--- config.mk ---
export PLATFORM = sky130hd
export DESIGN_NAME = execute_stage_fwd_flat
export DESIGN_NICKNAME = d
export VERILOG_FILES = /design/src/rtl/execute_stage_fwd_if.sv /design/src/rtl/execute_stage_fwd.sv /design/src/flat_wrapper.sv
export SDC_FILE = /design/constraint.sdc
export NUM_CORES = 1
export LEC_CHECK = 0
export ABC_AREA = 1
export ABC_CLOCK_PERIOD_IN_PS = 2350
export CORE_MARGIN = 1.5
export CORE_UTILIZATION = 49
export CTS_CLUSTER_SIZE = 16
export DETAILED_ROUTE_END_ITERATION = 6
export GPL_TIMING_DRIVEN = 0
export PLACE_DENSITY = 0.78
export SKIP_LAST_GASP = 1
export SYNTH_ARGS = -nofsm -noshare
export SYNTH_HDL_FRONTEND = slang
export SYNTH_SLANG_ARGS = --single-unit
--- constraint.sdc ---
create_clock -name clk -period 2.35 [get_ports clk]
set_input_delay 0.3525 -clock clk [delete_from_list [all_inputs] [get_ports clk]]
set_output_delay 0.3525 -clock clk [all_outputs]
set_load 0.01 [all_outputs]
--- src/rtl/execute_stage_fwd_if.sv ---
// ---------------------------------------------------------------------------
// execute_stage_fwd_if
//   Bundles every non-clock/reset signal of the execute stage: the ID/EX
//   instruction fields, the EX/MEM and MEM/WB forwarding buses, and the
//   registered EX/MEM outputs plus the busy stall.
//
//   Modports
//     master : the surrounding pipeline (drives instruction and forwarding
//              buses, receives results and busy)
//     slave  : the execute stage itself
//
//   Parameters must match those of the execute_stage_fwd instance it binds.
// ---------------------------------------------------------------------------
interface execute_stage_fwd_if #(
  parameter int WIDTH      = 32,
  parameter int REG_ADDR_W = 5,
  parameter int OP_W       = 4
);
  // ID/EX instruction fields
  logic                  inValid;
  logic [1:0]            writeBackControlIn;
  logic [1:0]            memAccessControlIn;
  logic [OP_W-1:0]       aluOp;
  logic                  useImmediate;
  logic [WIDTH-1:0]      readData1;
  logic [WIDTH-1:0]      readData2;
  logic [WIDTH-1:0]      immediateOperand;
  logic [REG_ADDR_W-1:0] rs;
  logic [REG_ADDR_W-1:0] rt;
  logic [REG_ADDR_W-1:0] rdIn;

  // Forwarding sources
  logic                  exMemRegWrite;
  logic [REG_ADDR_W-1:0] exMemRd;
  logic [WIDTH-1:0]      exMemData;
  logic                  memWbRegWrite;
  logic [REG_ADDR_W-1:0] memWbRd;
  logic [WIDTH-1:0]      memWbData;

  // EX/MEM register outputs and stall
  logic [1:0]            writeBackControlOut;
  logic [1:0]            memAccessControlOut;
  logic [WIDTH-1:0]      result;
  logic [WIDTH-1:0]      writeData;
  logic [REG_ADDR_W-1:0] rdOut;
  logic                  outValid;
  logic                  busy;

  modport master (
    output inValid, writeBackControlIn, memAccessControlIn, aluOp, useImmediate,
           readData1, readData2, immediateOperand, rs, rt, rdIn,
           exMemRegWrite, exMemRd, exMemData, memWbRegWrite, memWbRd, memWbData,
    input  writeBackControlOut, memAccessControlOut, result, writeData, rdOut,
           outValid, busy
  );

  modport slave (
    input  inValid, writeBackControlIn, memAccessControlIn, aluOp, useImmediate,
           readData1, readData2, immediateOperand, rs, rt, rdIn,
           exMemRegWrite, exMemRd, exMemData, memWbRegWrite, memWbRd, memWbData,
    output writeBackControlOut, memAccessControlOut, result, writeData, rdOut,
           outValid, busy
  );
endinterface

--- src/rtl/execute_stage_fwd.sv ---
// ---------------------------------------------------------------------------
// execute_stage_fwd
//   Pipeline EX stage. Picks each source operand with two-level forwarding
//   (EX/MEM beats MEM/WB beats the register file), runs the ALU and registers
//   the result, store data, destination and pass-through controls into the
//   EX/MEM pipeline register.
//
//   Ports
//     clk    : pipeline clock, rising edge
//     reset  : asynchronous, active-high; clears every output and the FSM
//     bus    : execute_stage_fwd_if.slave (instruction, forwarding buses,
//              registered results, busy stall)
//
//   Configuration
//     MULDIV_EN : when defined, aluOp 8 runs a shift-add multiplier that
//                 takes one bit per cycle (IDLE/MUL/DONE FSM) and stalls the
//                 front end through busy. When undefined, busy is tied low and
//                 aluOp 8 behaves as an unknown op.
//
//   Unknown ops produce result 0 and suppress both control fields so the
//   instruction cannot write a register or touch memory.
// ---------------------------------------------------------------------------
module execute_stage_fwd #(
  parameter int WIDTH      = 32,
  parameter int REG_ADDR_W = 5,
  parameter int OP_W       = 4
) (
  input logic              clk,
  input logic              reset,
  execute_stage_fwd_if.slave bus
);

  localparam int SHAMT_W = $clog2(WIDTH);

  localparam logic [OP_W-1:0] OP_ADD = OP_W'(0);
  localparam logic [OP_W-1:0] OP_SUB = OP_W'(1);
  localparam logic [OP_W-1:0] OP_AND = OP_W'(2);
  localparam logic [OP_W-1:0] OP_OR  = OP_W'(3);
  localparam logic [OP_W-1:0] OP_XOR = OP_W'(4);
  localparam logic [OP_W-1:0] OP_SLT = OP_W'(5);
  localparam logic [OP_W-1:0] OP_SLL = OP_W'(6);
  localparam logic [OP_W-1:0] OP_SRL = OP_W'(7);

  // -------------------------------------------------------------------------
  // Operand selection. Register 0 is not special: it forwards like any other.
  // -------------------------------------------------------------------------
  logic [WIDTH-1:0] fwdA;
  logic [WIDTH-1:0] fwdRt;
  logic [WIDTH-1:0] opB;

  always_comb begin
    // NOTE: every output of a combinational block gets a default first, so
    // no path leaves it unassigned and no latch is inferred.
    fwdA  = bus.readData1;
    fwdRt = bus.readData2;

    if (bus.exMemRegWrite && (bus.exMemRd == bus.rs))
      fwdA = bus.exMemData;
    else if (bus.memWbRegWrite && (bus.memWbRd == bus.rs))
      fwdA = bus.memWbData;

    if (bus.exMemRegWrite && (bus.exMemRd == bus.rt))
      fwdRt = bus.exMemData;
    else if (bus.memWbRegWrite && (bus.memWbRd == bus.rt))
      fwdRt = bus.memWbData;

    opB = bus.useImmediate ? bus.immediateOperand : fwdRt;
  end

  // -------------------------------------------------------------------------
  // Single-cycle ALU
  // -------------------------------------------------------------------------
  logic [WIDTH-1:0] aluRes;
  logic             aluKnown;

  always_comb begin
    aluRes   = '0;
    aluKnown = 1'b1;
    case (bus.aluOp)
      OP_ADD:  aluRes = fwdA + opB;
      OP_SUB:  aluRes = fwdA - opB;
      OP_AND:  aluRes = fwdA & opB;
      OP_OR:   aluRes = fwdA | opB;
      OP_XOR:  aluRes = fwdA ^ opB;
      OP_SLT:  aluRes = {{(WIDTH-1){1'b0}}, ($signed(fwdA) < $signed(opB))};
      OP_SLL:  aluRes = fwdA << opB[SHAMT_W-1:0];
      OP_SRL:  aluRes = fwdA >> opB[SHAMT_W-1:0];
      default: aluKnown = 1'b0;
    endcase
  end

  // -------------------------------------------------------------------------
  // Iterative multiplier control
  // -------------------------------------------------------------------------
  logic acceptAlu;  // this cycle's inputs go through the single-cycle path
  logic busyInt;

`ifdef MULDIV_EN
  localparam logic [OP_W-1:0] OP_MUL = OP_W'(8);

  typedef enum logic [1:0] {IDLE, MUL, DONE} state_t;

  state_t               state;
  state_t               stateNext;
  logic                 startMul;
  logic                 finishMul;
  logic                 isMul;

  logic [WIDTH-1:0]     acc;
  logic [WIDTH-1:0]     mcand;
  logic [WIDTH-1:0]     mplier;
  logic [SHAMT_W-1:0]   cnt;
  logic [WIDTH-1:0]     mulWriteData;
  logic [REG_ADDR_W-1:0] mulRd;
  logic [1:0]           mulWb;
  logic [1:0]           mulMem;

  assign isMul = bus.inValid && (bus.aluOp == OP_MUL);

  always_ff @(posedge clk or posedge reset) begin
    if (reset) state <= IDLE;
    else       state <= stateNext;
  end

  // busy is raised in the accepting IDLE cycle and through every MUL cycle.
  // DONE never stalls: it presents the product and samples the next
  // instruction in the same cycle; a MUL arriving in DONE restarts directly.
  always_comb begin
    stateNext = state;
    startMul  = 1'b0;
    finishMul = 1'b0;
    acceptAlu = 1'b0;
    busyInt   = 1'b0;
    case (state)
      IDLE: begin
        if (isMul) begin
          startMul  = 1'b1;
          busyInt   = 1'b1;
          stateNext = MUL;
        end else begin
          acceptAlu = 1'b1;
        end
      end
      MUL: begin
        busyInt = 1'b1;
        if (cnt == SHAMT_W'(WIDTH - 1)) begin
          finishMul = 1'b1;
          stateNext = DONE;
        end
      end
      DONE: begin
        if (isMul) begin
          startMul  = 1'b1;
          stateNext = MUL;
        end else begin
          acceptAlu = 1'b1;
          stateNext = IDLE;
        end
      end
      default: stateNext = IDLE;
    endcase
  end

  // Shift-add datapath: one multiplier bit consumed per MUL cycle.
  always_ff @(posedge clk or posedge reset) begin
    if (reset) begin
      acc          <= '0;
      mcand        <= '0;
      mplier       <= '0;
      cnt          <= '0;
      mulWriteData <= '0;
      mulRd        <= '0;
      mulWb        <= '0;
      mulMem       <= '0;
    end else if (startMul) begin
      acc          <= '0;
      mcand        <= fwdA;
      mplier       <= opB;
      cnt          <= '0;
      mulWriteData <= fwdRt;
      mulRd        <= bus.rdIn;
      mulWb        <= bus.writeBackControlIn;
      mulMem       <= bus.memAccessControlIn;
    end else if (state == MUL) begin
      if (mplier[0]) acc <= acc + mcand;
      mcand  <= mcand << 1;
      mplier <= mplier >> 1;
      cnt    <= cnt + SHAMT_W'(1);
    end
  end
`else
  assign acceptAlu = 1'b1;
  assign busyInt   = 1'b0;
`endif

  // -------------------------------------------------------------------------
  // EX/MEM pipeline register
  // -------------------------------------------------------------------------
  logic [WIDTH-1:0]      resultQ;
  logic [WIDTH-1:0]      writeDataQ;
  logic [REG_ADDR_W-1:0] rdQ;
  logic [1:0]            wbQ;
  logic [1:0]            memQ;
  logic                  outValidQ;

  always_ff @(posedge clk or posedge reset) begin
    // NOTE: state registers use non-blocking assignments so every flop
    // samples pre-edge values regardless of statement order.
    if (reset) begin
      resultQ    <= '0;
      writeDataQ <= '0;
      rdQ        <= '0;
      wbQ        <= '0;
      memQ       <= '0;
      outValidQ  <= 1'b0;
    end
`ifdef MULDIV_EN
    else if (finishMul) begin
      // Last partial product folded in on the way out.
      resultQ    <= acc + (mplier[0] ? mcand : '0);
      writeDataQ <= mulWriteData;
      rdQ        <= mulRd;
      wbQ        <= mulWb;
      memQ       <= mulMem;
      outValidQ  <= 1'b1;
    end else if (startMul) begin
      resultQ    <= '0;
      writeDataQ <= '0;
      rdQ        <= '0;
      wbQ        <= '0;
      memQ       <= '0;
      outValidQ  <= 1'b0;
    end
`endif
    else if (acceptAlu) begin
      resultQ    <= aluRes;
      writeDataQ <= fwdRt;
      rdQ        <= bus.rdIn;
      wbQ        <= (bus.inValid && aluKnown) ? bus.writeBackControlIn : 2'b00;
      memQ       <= (bus.inValid && aluKnown) ? bus.memAccessControlIn : 2'b00;
      outValidQ  <= bus.inValid;
    end
  end

  assign bus.result              = resultQ;
  assign bus.writeData           = writeDataQ;
  assign bus.rdOut               = rdQ;
  assign bus.writeBackControlOut = wbQ;
  assign bus.memAccessControlOut = memQ;
  assign bus.outValid            = outValidQ;
  assign bus.busy                = busyInt;

endmodule

--- src/flat_wrapper.sv ---
// flat-port wrapper written by rule: the top's interface ports become plain ports
module execute_stage_fwd_flat 
#(
  parameter int WIDTH      = 32,
  parameter int REG_ADDR_W = 5,
  parameter int OP_W       = 4
)
  (clk, reset, bus_inValid, bus_writeBackControlIn, bus_memAccessControlIn, bus_aluOp, bus_useImmediate, bus_readData1, bus_readData2, bus_immediateOperand, bus_rs, bus_rt, bus_rdIn, bus_exMemRegWrite, bus_exMemRd, bus_exMemData, bus_memWbRegWrite, bus_memWbRd, bus_memWbData, bus_writeBackControlOut, bus_memAccessControlOut, bus_result, bus_writeData, bus_rdOut, bus_outValid, bus_busy);
  execute_stage_fwd_if #(.WIDTH(WIDTH), .REG_ADDR_W(REG_ADDR_W), .OP_W(OP_W)) bus_i ();
  input logic clk;
  input logic reset;
  input wire logic [$bits(bus_i.inValid)-1:0] bus_inValid;
  input wire logic [$bits(bus_i.writeBackControlIn)-1:0] bus_writeBackControlIn;
  input wire logic [$bits(bus_i.memAccessControlIn)-1:0] bus_memAccessControlIn;
  input wire logic [$bits(bus_i.aluOp)-1:0] bus_aluOp;
  input wire logic [$bits(bus_i.useImmediate)-1:0] bus_useImmediate;
  input wire logic [$bits(bus_i.readData1)-1:0] bus_readData1;
  input wire logic [$bits(bus_i.readData2)-1:0] bus_readData2;
  input wire logic [$bits(bus_i.immediateOperand)-1:0] bus_immediateOperand;
  input wire logic [$bits(bus_i.rs)-1:0] bus_rs;
  input wire logic [$bits(bus_i.rt)-1:0] bus_rt;
  input wire logic [$bits(bus_i.rdIn)-1:0] bus_rdIn;
  input wire logic [$bits(bus_i.exMemRegWrite)-1:0] bus_exMemRegWrite;
  input wire logic [$bits(bus_i.exMemRd)-1:0] bus_exMemRd;
  input wire logic [$bits(bus_i.exMemData)-1:0] bus_exMemData;
  input wire logic [$bits(bus_i.memWbRegWrite)-1:0] bus_memWbRegWrite;
  input wire logic [$bits(bus_i.memWbRd)-1:0] bus_memWbRd;
  input wire logic [$bits(bus_i.memWbData)-1:0] bus_memWbData;
  output wire logic [$bits(bus_i.writeBackControlOut)-1:0] bus_writeBackControlOut;
  output wire logic [$bits(bus_i.memAccessControlOut)-1:0] bus_memAccessControlOut;
  output wire logic [$bits(bus_i.result)-1:0] bus_result;
  output wire logic [$bits(bus_i.writeData)-1:0] bus_writeData;
  output wire logic [$bits(bus_i.rdOut)-1:0] bus_rdOut;
  output wire logic [$bits(bus_i.outValid)-1:0] bus_outValid;
  output wire logic [$bits(bus_i.busy)-1:0] bus_busy;
  assign bus_i.inValid = bus_inValid;
  assign bus_i.writeBackControlIn = bus_writeBackControlIn;
  assign bus_i.memAccessControlIn = bus_memAccessControlIn;
  assign bus_i.aluOp = bus_aluOp;
  assign bus_i.useImmediate = bus_useImmediate;
  assign bus_i.readData1 = bus_readData1;
  assign bus_i.readData2 = bus_readData2;
  assign bus_i.immediateOperand = bus_immediateOperand;
  assign bus_i.rs = bus_rs;
  assign bus_i.rt = bus_rt;
  assign bus_i.rdIn = bus_rdIn;
  assign bus_i.exMemRegWrite = bus_exMemRegWrite;
  assign bus_i.exMemRd = bus_exMemRd;
  assign bus_i.exMemData = bus_exMemData;
  assign bus_i.memWbRegWrite = bus_memWbRegWrite;
  assign bus_i.memWbRd = bus_memWbRd;
  assign bus_i.memWbData = bus_memWbData;
  assign bus_writeBackControlOut = bus_i.writeBackControlOut;
  assign bus_memAccessControlOut = bus_i.memAccessControlOut;
  assign bus_result = bus_i.result;
  assign bus_writeData = bus_i.writeData;
  assign bus_rdOut = bus_i.rdOut;
  assign bus_outValid = bus_i.outValid;
  assign bus_busy = bus_i.busy;
  execute_stage_fwd #(.WIDTH(WIDTH), .REG_ADDR_W(REG_ADDR_W), .OP_W(OP_W)) u_core (.clk(clk), .reset(reset), .bus(bus_i));
endmodule
==> results.yml, run 1 <==
yosys:
  synth_edf_count: 0
  async_reset_ff_share_pct: 100
  syn_nets: 2575
  synthFlopType: "dfrtp_1"
  synth_cell_types: 53
  ys_warn_count: 0
  synth_seq_cells: 74
  syn_inst: 2268
  syn_area_per_cell_um2: 5.76
  yosysSeqAreaShare_pct: 14.2
  syn_area_um2: 13100
grt:
  grt_usage_pct: 75.1
  grt-ovfl-total: 204
  grt_max_degree: 50
cts:
  cts_inserted_buffers: 9
  cts_sinks: 74
  postCtsHoldBufs: 0
  clock_tree.root_cell: "clkbuf_16"
  clockBufferDepth: 2
  h-tree-depth: 3
run_status:
  status: "aborted with a tool error"
  haltStage: "5_1_grt"
  tool.error: "[ERROR GRT-0232] Routing congestion too high. Check the congestion heatmap in the GUI."
place:
  io_buffers: 272
  hpwl_um: 57400
  gp_congestion: 1.17
  placed_area_um2: 16700
die:
  boundaryPins: 274
  die_h_um: 166
  row_count: 59
  start_util_pct: 50.0
  die_x_um: 166
synthesized netlist by cell type (16+ instances only):
| master | number | share of area [%] |
|---|---|---|
| inv_1 | 236 | 6.8 |
| a21o_1 | 17 | 0.98 |
| o21ai_0 | 154 | 5.9 |
| ha_1 | 106 | 10 |
| nor3_1 | 19 | 0.73 |
| o21ai_1 | 26 | 1.0 |
| nand2_1 | 547 | 16 |
| nand4_1 | 33 | 1.6 |
| or2_2 | 33 | 1.6 |
| clkbuf_1 | 44 | 1.3 |
| o22ai_1 | 38 | 1.8 |
| a21oi_1 | 134 | 5.1 |
| nand3_1 | 403 | 15 |
| buf_4 | 16 | 0.92 |
| buf_2 | 48 | 1.8 |
| dfrtp_1 | 74 | 14 |
| nor2_1 | 183 | 5.3 |
timing repair:
item / CTS
pin swaps: 218
buffers inserted: 155
resized for setup: 705
cloned: 9
setup endpoints to repair: 32
metrics by stage:
step	util (%)	TNS [ns]	worst slack [ns]	cells	hold slack (ns)
floorplan	-	-25.61	-0.937	2268	0.384
global placement	63.9	-159.96	-2.97	2875	0.798
CTS	78.5	-31.91	-1.13	3048	0.317
detailed placement	64.0	-83.45	-2.91	2876	0.693
logic make-up after synthesis:
group                      after synthesis  share of synthesized area, %
buffers and inverters                  367                          11.9
adders and majority gates              108                          10.5
AOI/OAI and AO/OA                      442                          19.4
DFF                                     74                          14.2
and+or+nand+nor                       1269                          43.6
other                                    1                        0.0287
xor gates and xnor gates                 7                         0.470
layer usage:
metal  track usage [%]  GRT overflow
met5              21.7             0
met4              72.3            73
met3              60.4             2
met2              92.7           127
met1              75.8             2
==> run 2: changes to the inputs <==
Settings changed: ABC_CLOCK_PERIOD_IN_PS 2350 to 3100, CORE_UTILIZATION 49 to 40, CTS_CLUSTER_SIZE 16 to not set, PLACE_DENSITY 0.78 to not set, PLACE_DENSITY_LB_ADDON set to 0.15.
Clock period 2.35 ns to 3.1 ns, I/O delays scaled along.
==> results.yml, run 2 <==
yosys:
  syn_area_um2: 13100
  yosysTopAreaCellShare_pct: 15.7
  async_reset_ff_share_pct: 100
  syn_area_per_cell_um2: 5.76
  yosysMostFrequentCell: "nand2_1"
  synth_commonest_cells: "547 x nand2_1, 403 x nand3_1, 236 x inv_1"
  synth_area_leaders: "nand2_1 16%, nand3_1 15%, dfrtp_1 14%, ha_1 10%, inv_1 6.8%"
  synth_cell_types: 53
  ys_warn_count: 0
  synth_seq_cells: 74
  syn_nets: 2575
  synthFlopType: "dfrtp_1"
  yosysSeqAreaShare_pct: 14.2
  syn_inst: 2268
  synth_top_area_cell: "nand2_1"
  synth_edf_count: 0
drt:
  drt-initial-drc-count: 4014
  top_layer_used: "met5"
  vias: 21400
  wl_met3_um: 15300
  wl_met2_um: 36800
  drt-vias-per-instance: 6.61
  drc: 31
  wl_per_cell_um: 29.1
  wl_met1_um: 31400
  postRouteAntennaNets: 0
  routed_wl_um: 94300
  drt_pre_antenna_iters: 7
power_and_ir_drop:
  cellLeakagePower_uw: 0.0102
  comb_power_share_pct: 70.7
  power.density_nw_per_um2: 349
  swShare_pct: 51.3
  seqPwrFrac_pct: 14.1
  clockPowerShare_pct: 15.2
  total_power_uw: 7700
  vdd_drop_max_mv: 0.307
  switchingPower_uw: 3950
  p_int_uw: 3750
sta:
  rsz0062_at_grt: "yes"
  setup_viol: 32
  period_needed_ns: 4.39
  final_max_slew_viol_count: 0
  holdWs_ns: 0.414
  fmax_ghz: 0.228
  fin_ws_ns: -1.29
  period_share_pct: 142
  final_hold_viol_count: 0
  slew_headroom_pct: 21.0
  worst_pin_slew_ns: 1.18
  tns_ns: -26.96
die:
  core_area_um2: 31800
  boundaryPins: 274
  dieArea_um2: 33700
  die_h_um: 184
  row_count: 65
  start_util_pct: 41.1
  die_x_um: 184
critical_path:
  crit_fanout: 8
  required_ns: 3.34
  cp-start-kind: "primary input"
  arrival_ns: 4.64
  critical_path_class: "in2reg"
  critPathCaptureType: "flip-flop"
place:
  place_inst: 2976
  hpwl_um: 62200
  gp_congestion: 1.12
  io_buffers: 272
grt:
  grt_max_degree: 50
  grt_pass1_vias: 19300
  grt-ovfl-total: 0
  grt_usage_pct: 50.0
  antenna_found_initial: 3
  grt_pass1_wl_um: 123000
cells_and_area:
  mostFrequentLayoutCells: "464 x nand2_1, 354 x nand3_1, 249 x clkdlybuf4s50_1"
  area.growth.synth_to_final_pct: 69.0
  drive_gt1_share_pct: 33.7
  final_nets: 3103
  final_util_pct: 69.4
  layoutNonFillerInstCount: 3241
  final_common_cell: "nand2_1"
cts:
  h-tree-depth: 3
  cts_inserted_buffers: 9
  clkTransAtPathRegs_ns: 0.06
  cts_sinks: 74
  clockBufferDepth: 2
  cts_tree: "yes"
  clock_tree.root_cell: "clkbuf_16"
run:
  drv_cap: 0
run_status:
  status: "complete, but fails checks"
  violations: "DRC, setup timing"
hold_path:
  hp-class: "in2async"
[run 2: cell counts after synthesis]
Identical to the previous run, type by type.
[run 2: what timing repair did]
action,CTS,global route
cloned,9,3
pin swaps,187,164
setup buffers,174,89
gates resized for setup,665,259
setup endpoints to repair,32,33
hold buffers,0,0
[run 2: per-stage QoR]
step                cell area [um2]  worst slack (ns)
finish                        22100             -1.29
detailed placement            16800             -2.33
floorplan                     13500            -0.300
global route                  22000             -1.11
global placement              16800             -2.27
CTS                           20600            -0.583
[run 2: final cells by class]
type,count,area (um2)
inverters,249,1080
clock buffers,9,225
well taps,435,544
flip-flops and latches,74,1850
diodes,5,12.5
plain buffers,105,942
clock inverters,7,85.1
multi-input cells,1827,12300
fillers,2512,9740
repair buffers,530,4990
[run 2: logic make-up after synthesis]
family                     after synthesis  share of synthesized area, %
DFF                                     74                          14.2
AOI/OAI and AO/OA                      442                          19.4
and+or+nand+nor                       1269                          43.6
xor gates and xnor gates                 7                         0.470
buffers and inverters                  367                          11.9
other                                    1                        0.0287
adders and majority gates              108                          10.5
[run 2: power groups by stage]
stage	Combinational (uW)	Sequential, uW	Clock (uW)
after floorplan	2090	1160	0
after global placement	3610	1100	0
after detailed placement	3640	1100	0
after CTS	4550	1090	1170
after global routing	5560	1090	1220
final	5440	1090	1170
[run 2: per-layer routing]
metal	global-route usage, %	vias to the layer above
li1	-	8662
met1	59.5	9807
met2	73.2	2154
met3	17.6	806
met4	39.0	4
met5	0	-
[run 2: how the worst max path moves through the flow]
stage | start | end | slack (ns) | depth (start not counted)
global route | bus_exMemRegWrite | u_core.bus.result[6]$_DFF_PP0_ | -1.11 | 21
finish | bus_exMemRegWrite | u_core.bus.result[6]$_DFF_PP0_ | -1.29 | 21
global placement | bus_exMemRd[2] | u_core.bus.result[17]$_DFF_PP0_ | -2.27 | 24
detailed placement | bus_exMemRd[2] | u_core.bus.result[22]$_DFF_PP0_ | -2.33 | 24
CTS | bus_exMemRd[1] | u_core.bus.result[22]$_DFF_PP0_ | -0.58 | 22
floorplan | bus_exMemRd[3] | u_core.bus.result[22]$_DFF_PP0_ | -0.30 | 23
[run 2: worst max-delay path, cell delays in order]
cell             delay (ns)
clkdlybuf4s15_1        0.21
o21ai_0                0.13
a21oi_2                0.20
nand3_4                0.15
buf_6                  0.17
buf_8                  0.14
o211ai_1               0.09
nand2_2                0.20
inv_2                  0.14
ha_4                   0.15
inv_4                  0.04
fa_2                   0.44
o31ai_4                0.56
inv_2                  0.16
o21ai_4                0.22
buf_6                  0.13
a21oi_2                0.05
o21ai_1                0.20
o211ai_1               0.34
nor2_1                 0.31
nand3_1                0.11
Power figures use the tool's default switching activity.
